$ cat src/rtl/pc_fetch_controller.sv
// pc_fetch_controller: selects the next PC every cycle and drives the IF/ID
// and ID/EX enables/flushes. The controller keeps its own copy of the PC
// (pc_reg), which always equals the external PC register because that
// register loads PC_Next on every edge.
//
// IMem_Ready is a plain per-cycle qualifier: when it is high in RUN, the
// word presented this cycle is valid and is accepted into IF/ID. When it is
// low, the PC holds and IF/ID takes a bubble. There is no backpressure on
// the memory side; the same address is simply presented again next cycle.
module pc_fetch_controller #(
  parameter logic [31:0] RESET_VECTOR = 32'h0000_0000,
  parameter int          BOOT_CYCLES  = 2,
  parameter logic [31:0] INSTR_BYTES  = 32'd4
) (
  input  logic        clk,
  input  logic        rst_n,
  input  logic        Branch_Taken,
  input  logic [31:0] Branch_Target,
  input  logic        Jump,
  input  logic [31:0] Jump_Target,
  input  logic        Stall_Req,
  input  logic        Halt,
  input  logic        Resume,
  input  logic        IMem_Ready,
  output logic [31:0] PC_Next,
  output logic        IF_ID_Enable,
  output logic        IF_ID_Flush,
  output logic        ID_EX_Flush,
  output logic        Fetch_Valid,
  output logic        Halted,
  output logic [15:0] Redirect_Count,
  output logic [1:0]  state_dbg
);

  localparam int BW = (BOOT_CYCLES < 2) ? 1 : $clog2(BOOT_CYCLES);
  localparam logic [BW-1:0] BOOT_LAST = BW'(BOOT_CYCLES - 1);

  typedef enum logic [1:0] {
    ST_BOOT = 2'd0,
    ST_RUN  = 2'd1,
    ST_HALT = 2'd2
  } state_t;

  state_t        state, state_nxt;
  logic [BW-1:0] boot_cnt, boot_cnt_nxt;
  logic [31:0]   pc_reg;
  logic          redirect;

  assign state_dbg = state;

  // State, boot counter and PC mirror registers.
  always_ff @(posedge clk or negedge rst_n) begin
    if (!rst_n) begin
      state    <= ST_BOOT;
      boot_cnt <= '0;
      pc_reg   <= RESET_VECTOR;
    end else begin
      state    <= state_nxt;
      boot_cnt <= boot_cnt_nxt;
      pc_reg   <= PC_Next;
    end
  end

  // Saturating count of accepted redirects; a branch and jump together count once.
  always_ff @(posedge clk or negedge rst_n) begin
    if (!rst_n) begin
      Redirect_Count <= '0;
    end else if (redirect && (Redirect_Count != 16'hFFFF)) begin
      Redirect_Count <= Redirect_Count + 16'd1;
    end
  end

  // Next-state and fetch-control outputs. The BOOT defaults also serve as the
  // reset-time outputs, since reset forces BOOT with pc_reg at RESET_VECTOR.
  always_comb begin
    state_nxt    = state;
    boot_cnt_nxt = boot_cnt;
    PC_Next      = pc_reg;
    IF_ID_Enable = 1'b0;
    IF_ID_Flush  = 1'b1;
    ID_EX_Flush  = 1'b1;
    Fetch_Valid  = 1'b0;
    Halted       = 1'b0;
    redirect     = 1'b0;
    case (state)
      ST_BOOT: begin
        if (boot_cnt == BOOT_LAST) begin
          state_nxt    = ST_RUN;
          boot_cnt_nxt = '0;
        end else begin
          boot_cnt_nxt = boot_cnt + 1'b1;
        end
      end
      ST_RUN: begin
        IF_ID_Enable = 1'b1;
        IF_ID_Flush  = 1'b0;
        ID_EX_Flush  = 1'b0;
        if (Branch_Taken) begin
          // Branch resolved in EX kills both younger instructions.
          PC_Next     = Branch_Target;
          IF_ID_Flush = 1'b1;
          ID_EX_Flush = 1'b1;
          redirect    = 1'b1;
        end else if (Stall_Req) begin
          // Load-use: freeze IF and ID, insert a bubble into EX.
          IF_ID_Enable = 1'b0;
          ID_EX_Flush  = 1'b1;
        end else if (Halt) begin
          IF_ID_Flush = 1'b1;
          state_nxt   = ST_HALT;
        end else if (Jump) begin
          // Jump decoded in ID only kills the instruction in IF.
          PC_Next     = Jump_Target;
          IF_ID_Flush = 1'b1;
          redirect    = 1'b1;
        end else if (!IMem_Ready) begin
          IF_ID_Flush = 1'b1;
        end else begin
          PC_Next     = pc_reg + INSTR_BYTES;
          Fetch_Valid = 1'b1;
        end
      end
      ST_HALT: begin
        IF_ID_Enable = 1'b1;
        IF_ID_Flush  = 1'b1;
        ID_EX_Flush  = 1'b0;
        Halted       = 1'b1;
        if (Resume) begin
          state_nxt = ST_RUN;
        end
      end
      default: begin
        state_nxt    = ST_BOOT;
        boot_cnt_nxt = '0;
      end
    endcase
  end

endmodule

$ cat config.mk
export PLATFORM = sky130hd
export DESIGN_NAME = pc_fetch_controller
export DESIGN_NICKNAME = d
export VERILOG_FILES = /design/src/rtl/pc_fetch_controller.sv
export SDC_FILE = /design/constraint.sdc
export NUM_CORES = 1
export LEC_CHECK = 0
export CAP_MARGIN = 20
export CORE_UTILIZATION = 45
export CTS_CLUSTER_DIAMETER = 40
export DETAILED_ROUTE_END_ITERATION = 10
export MAX_ROUTING_LAYER = met4
export PLACE_DENSITY_LB_ADDON = 0.12
export SLEW_MARGIN = 0
export SYNTH_ARGS = -nofsm -noshare
export SYNTH_HDL_FRONTEND = slang
export SYNTH_SLANG_ARGS = --single-unit
$ cat constraint.sdc
create_clock -name clk -period 5.4 [get_ports clk]
set_clock_uncertainty 0.15 [all_clocks]
set_input_delay 1.08 -clock clk [delete_from_list [all_inputs] [get_ports clk]]
set_output_delay 1.08 -clock clk [all_outputs]
set_load 0.05 [all_outputs]
---- Word-level counts from Yosys, hierarchy flattened ----
Cells that the tools add are included.
cells by class
  mux-type cells .......................... 38
  reductions and logical operators ........ 4
  equal/unequal tests ..................... 8
  $add $sub $neg .......................... 3
operators by type and width
  kind                                                  count
  two-way mux 32 bit                                    6
  adder 32 x 3 -> 32 bit (second input constant)        1
  two-way mux 1 bit                                     23
  adder 16 x 1 -> 16 bit (second input constant)        1
  inequality test 16 bit (second input constant)        1
  two-way mux 2 bit                                     5
  inequality test 2 bit (second input constant)         5
  case mux 1 bit (2 select lines)                       3
  case mux 2 bit (3 select lines)                       1
  AND reduction 5 bit                                   1
  equality test 2 x 1 -> 1 bit (second input constant)  1
  equality test 2 bit (second input constant)           1
  logical NOT 2 bit                                     1
  OR reduction 2 bit                                    1
  adder 1 bit (second input constant)                   1
  logical AND 1 bit                                     1
storage, ports and cells
  output and inout port bits .............. 55
  bits of input ports ..................... 72
  logic and storage cells ................. 57
  bits in registers ....................... 51

---- Depth between registers and ports, before layout ----
  depth after elaboration ................. 7
  gate-level depth with buffers ........... 8
  mapped depth without buffers ............ 7

---- Worst setup path after synthesis ----
OpenSTA, ideal clock, no wires.
  path kind ............................... input port to output port
  from .................................... in Stall_Req
  to ...................................... out PC_Next[8]
  stages on the path ...................... 6
  buffers on the path ..................... 3
  path slack .............................. 0.505 ns
  arrival ................................. 3.665 ns
  required time ........................... 4.170 ns
  path through ............................ clkbuf_1 > nor2_1 > clkbuf_1 > buf_1 > nor3_1 > o41ai_1
between the ends
  cells in the longest elaborated chain, start to end .. 3
ends and longest elaborated chain
  item                line  text
  from (decl)         21    input logic Stall_Req,
  two-way mux 32 bit  104   end else if (Stall_Req) begin
  two-way mux 32 bit  98    if (Branch_Taken) begin
  two-way mux 32 bit  85    case (state)
  to (decl)           25    output logic [31:0] PC_Next,
No other way between the ends.

---- Worst setup path in the final report ----
  from .................................... in IMem_Ready
  to ...................................... out PC_Next[29]
between the ends
  cells in the longest elaborated chain, start to end .. 6
ends and longest elaborated chain
  item                line  text
  from (decl)         24    input logic IMem_Ready,
  two-way mux 32 bit  116   end else if (!IMem_Ready) begin
  two-way mux 32 bit  111   end else if (Jump) begin
  two-way mux 32 bit  108   end else if (Halt) begin
  two-way mux 32 bit  104
  two-way mux 32 bit  98
  two-way mux 32 bit  85
No other way between the ends.

==> run metrics <==
row count=31; WP depth=7; TritonCTS buffer count=5; later-pin clock latency in the skew report=about 310 ps; vias per cell=6.19; Worst R2R Path Depth=6; worst r2r src=state_dbg[1]; maxcap violations=0; area leader, netlist=dfrtp_1; f_max=~200 MHz; diode count=0; first-pass detailed-route iteration total=5; Synth Area in Compound Gates=25.1%; clk buf depth=2; Tot Pwr=3.14 mW; drt drc=0; WL final=11900 um; DR vias=3931; Synth Area in Adders=1.78%; vias in the first global route=3839; H-tree levels=2; CP dominant cell by count=nand4_1; setup_tns=0 ps; post-synth cell types=65; Fin. Hold Viols=0; Clk pin slew, worst setup/hold paths=90 ps; multi-input logic area=around 2100 sq um; Post-synth EDFFs=0; Cells on Worst Hold Path=2; crit-path max cell delay=approximately 700 ps; GPL Wtd Cong=0.881; Core Area=7410 sq um; Startpoint Class=primary input; top area cells in the synthesized netlist=dfrtp_1, o21ai_0, nor2_1; Root Buffer=clkbuf_8; Setup-failing EPs final=0; Worst Tran Pin Value=877 ps; Arrival @ worst endpoint=3690 ps; Critical Path RT=4170 ps; postcts setup bufs=0; Die Ht=90.3 um; count leader, synth=dfrtp_1; post-layout min period=4920 ps; Seq/Total Area, Yosys=36.3%; yosys synthesis warning count=0; cell area after layout=5260 sq um; Final nets=612; RSZ-0062 raised after global routing=no; Synth Instances=between 400 and 500; Initial Util=between 40% and 50%; r2r endpoint=pc_reg[28]; Hold Path Sink=boot_cnt; Simple-Gate Fraction of Synth Area=about a quarter; Post-synth top flop=dfrtp_1; mapped cell area=3510 sq um; share of cells above drive strength 1=between 10 and 15%; hold buffers post-CTS=0; largest net degree at the start of global routing=52; Largest register FFs=32; worst path bufs/invs=2; antenna violations before repair=0; # fillers=578; CTS tree=yes; critical path, cell by cell=clkdlybuf4s50_1 -> nand4_1 -> nor3_2 -> nand4_1 -> or3b_2 -> nand3_1 -> buf_12; Post-synth ARST share=100%; fin crit share=between 90% and 100%; pwr dens=~600 nW/um^2; mux contribution to synthesized area=2.92%; DR WL/cell=18.7 um; count of state elements after synthesis=51; Post-DRT Antenna Nets=0; Hold Crit Class=reg -> reg; die area=between 8000 and 9000 sq um; Ports=127; syn_area_per_cell=8.40 sq um; share of the synthesized area in the top cell type=between 30% and 40%; first-pass GRT wire length=19300 um; Area Growth Syn to Fin=49.9%; leakage power=2.09 nW; clock sinks=a little over 50; final non-filler cell total=635; CP endpoint kind=output port; FF-to-FF setup slack=2700 ps; Slew Viols, Final=0; placed insts=627; main combinational cell family by area after synthesis=simple AND/OR/NAND/NOR gates; top cells by count, synth=dfrtp_1, nor2_1, o21ai_0, nand2_1, a21oi_1; CP max stage cell=clkdlybuf4s50_1; Synth Area in XOR/XNOR=about 4.5%; CP delay by family, top=simple AND/OR/NAND/NOR gates; remaining global-route overflow=0; final core utilization=71.1%; GRT Overall Usage=a little under a third; status=finished clean; placed inst area=5130 sq um; DR iter-0 viols=422; Die Width=90.3 um; Syn Nets=between 400 and 500; post-CTS sizing=0; peak supply drop=470 uV; critical path class=in -> out; hpwl dp=8640 um; Critical Path Fanout Max=10; hold wc startpoint=boot_cnt; Port Buffers=126; Slew headroom=40.8%; Sequential Area=1280 sq um
[layer usage]
metal / GRT usage [%] / vias up / share of wire (%)
li1: - / 1808 / -
met1: 40.1 / 1831 / 43
met4: 10.2 / 0 / 1.6
met3: 5.47 / 24 / 9.4
met2: 46.0 / 268 / 46
met5: - / - / 0
[worst min-delay path: cells and delay by family (launching register included)]
kind / cells / cell delay [ps]
AND/OR/NAND/NOR: 1 / 50
flip-flops: 1 / 360
AO/OA/AOI/OAI: 1 / 60
[how the worst max path moves through the flow]
stage | startpoint | slack, ps | endpoint
floorplan | Stall_Req | 500 | PC_Next[8]
global placement | IMem_Ready | 620 | PC_Next[18]
detailed placement | IMem_Ready | 530 | PC_Next[18]
CTS | IMem_Ready | 550 | PC_Next[18]
global route | IMem_Ready | 350 | PC_Next[29]
finish | IMem_Ready | 480 | PC_Next[29]
[layout make-up]
cell class              count  area share (%)
flip-flops and latches     51            24.2
multi-input cells         330            39.7
well taps                  99            2.35
clock buffers               6            1.38
inverters                  12           0.856
repair buffers            135            30.3
clock inverters             2            1.14
[logic make-up (layout without fill, tap and decap cells)]
kind of cell,count (synthesis),after routing
and+or+nand+nor,164,164
AOI/OAI and AO/OA,133,133
DFF,51,51
buffers and inverters,37,155
xor gates and xnor gates,18,18
muxes,10,10
adders and majority gates,5,5
[per-stage QoR]
step	worst slack [ps]	hold WS (ps)
after floorplan	505	295
after global placement	616	311
after detailed placement	534	328
after CTS	550	353
after global routing	347	381
final	484	352
[cells in the final DEF, fill, tap and decap left out, types with 4 or more instances in the layout]
master / instances
and3_1: 6
a21oi_1: 26
xor2_1: 10
dfrtp_1: 51
inv_1: 11
nor2b_1: 5
nand4_1: 17
a211oi_1: 5
buf_4: 13
xnor2_1: 8
nand2_1: 30
clkbuf_8: 5
ha_1: 5
clkdlybuf4s50_1: 93
or2_2: 4
o22ai_1: 10
o21ai_0: 32
o21a_1: 4
nand3_1: 19
nor2_1: 40
mux2i_1: 8
o211ai_1: 4
nor3_1: 12
buf_12: 28
or3_1: 5
nor4_1: 4
a31oi_1: 7
[report_power, final]
group | switching (mW) | internal [mW] | total [mW] | leakage, nW
Combinational | 1.23 | 0.857 | 2.09 | 1.42
Sequential | 0.202 | 0.527 | 0.729 | 0.606
Clock | 0.136 | 0.185 | 0.322 | 0.0654
Total | 1.57 | 1.57 | 3.14 | 2.09
(Power assumes the default switching activity.)
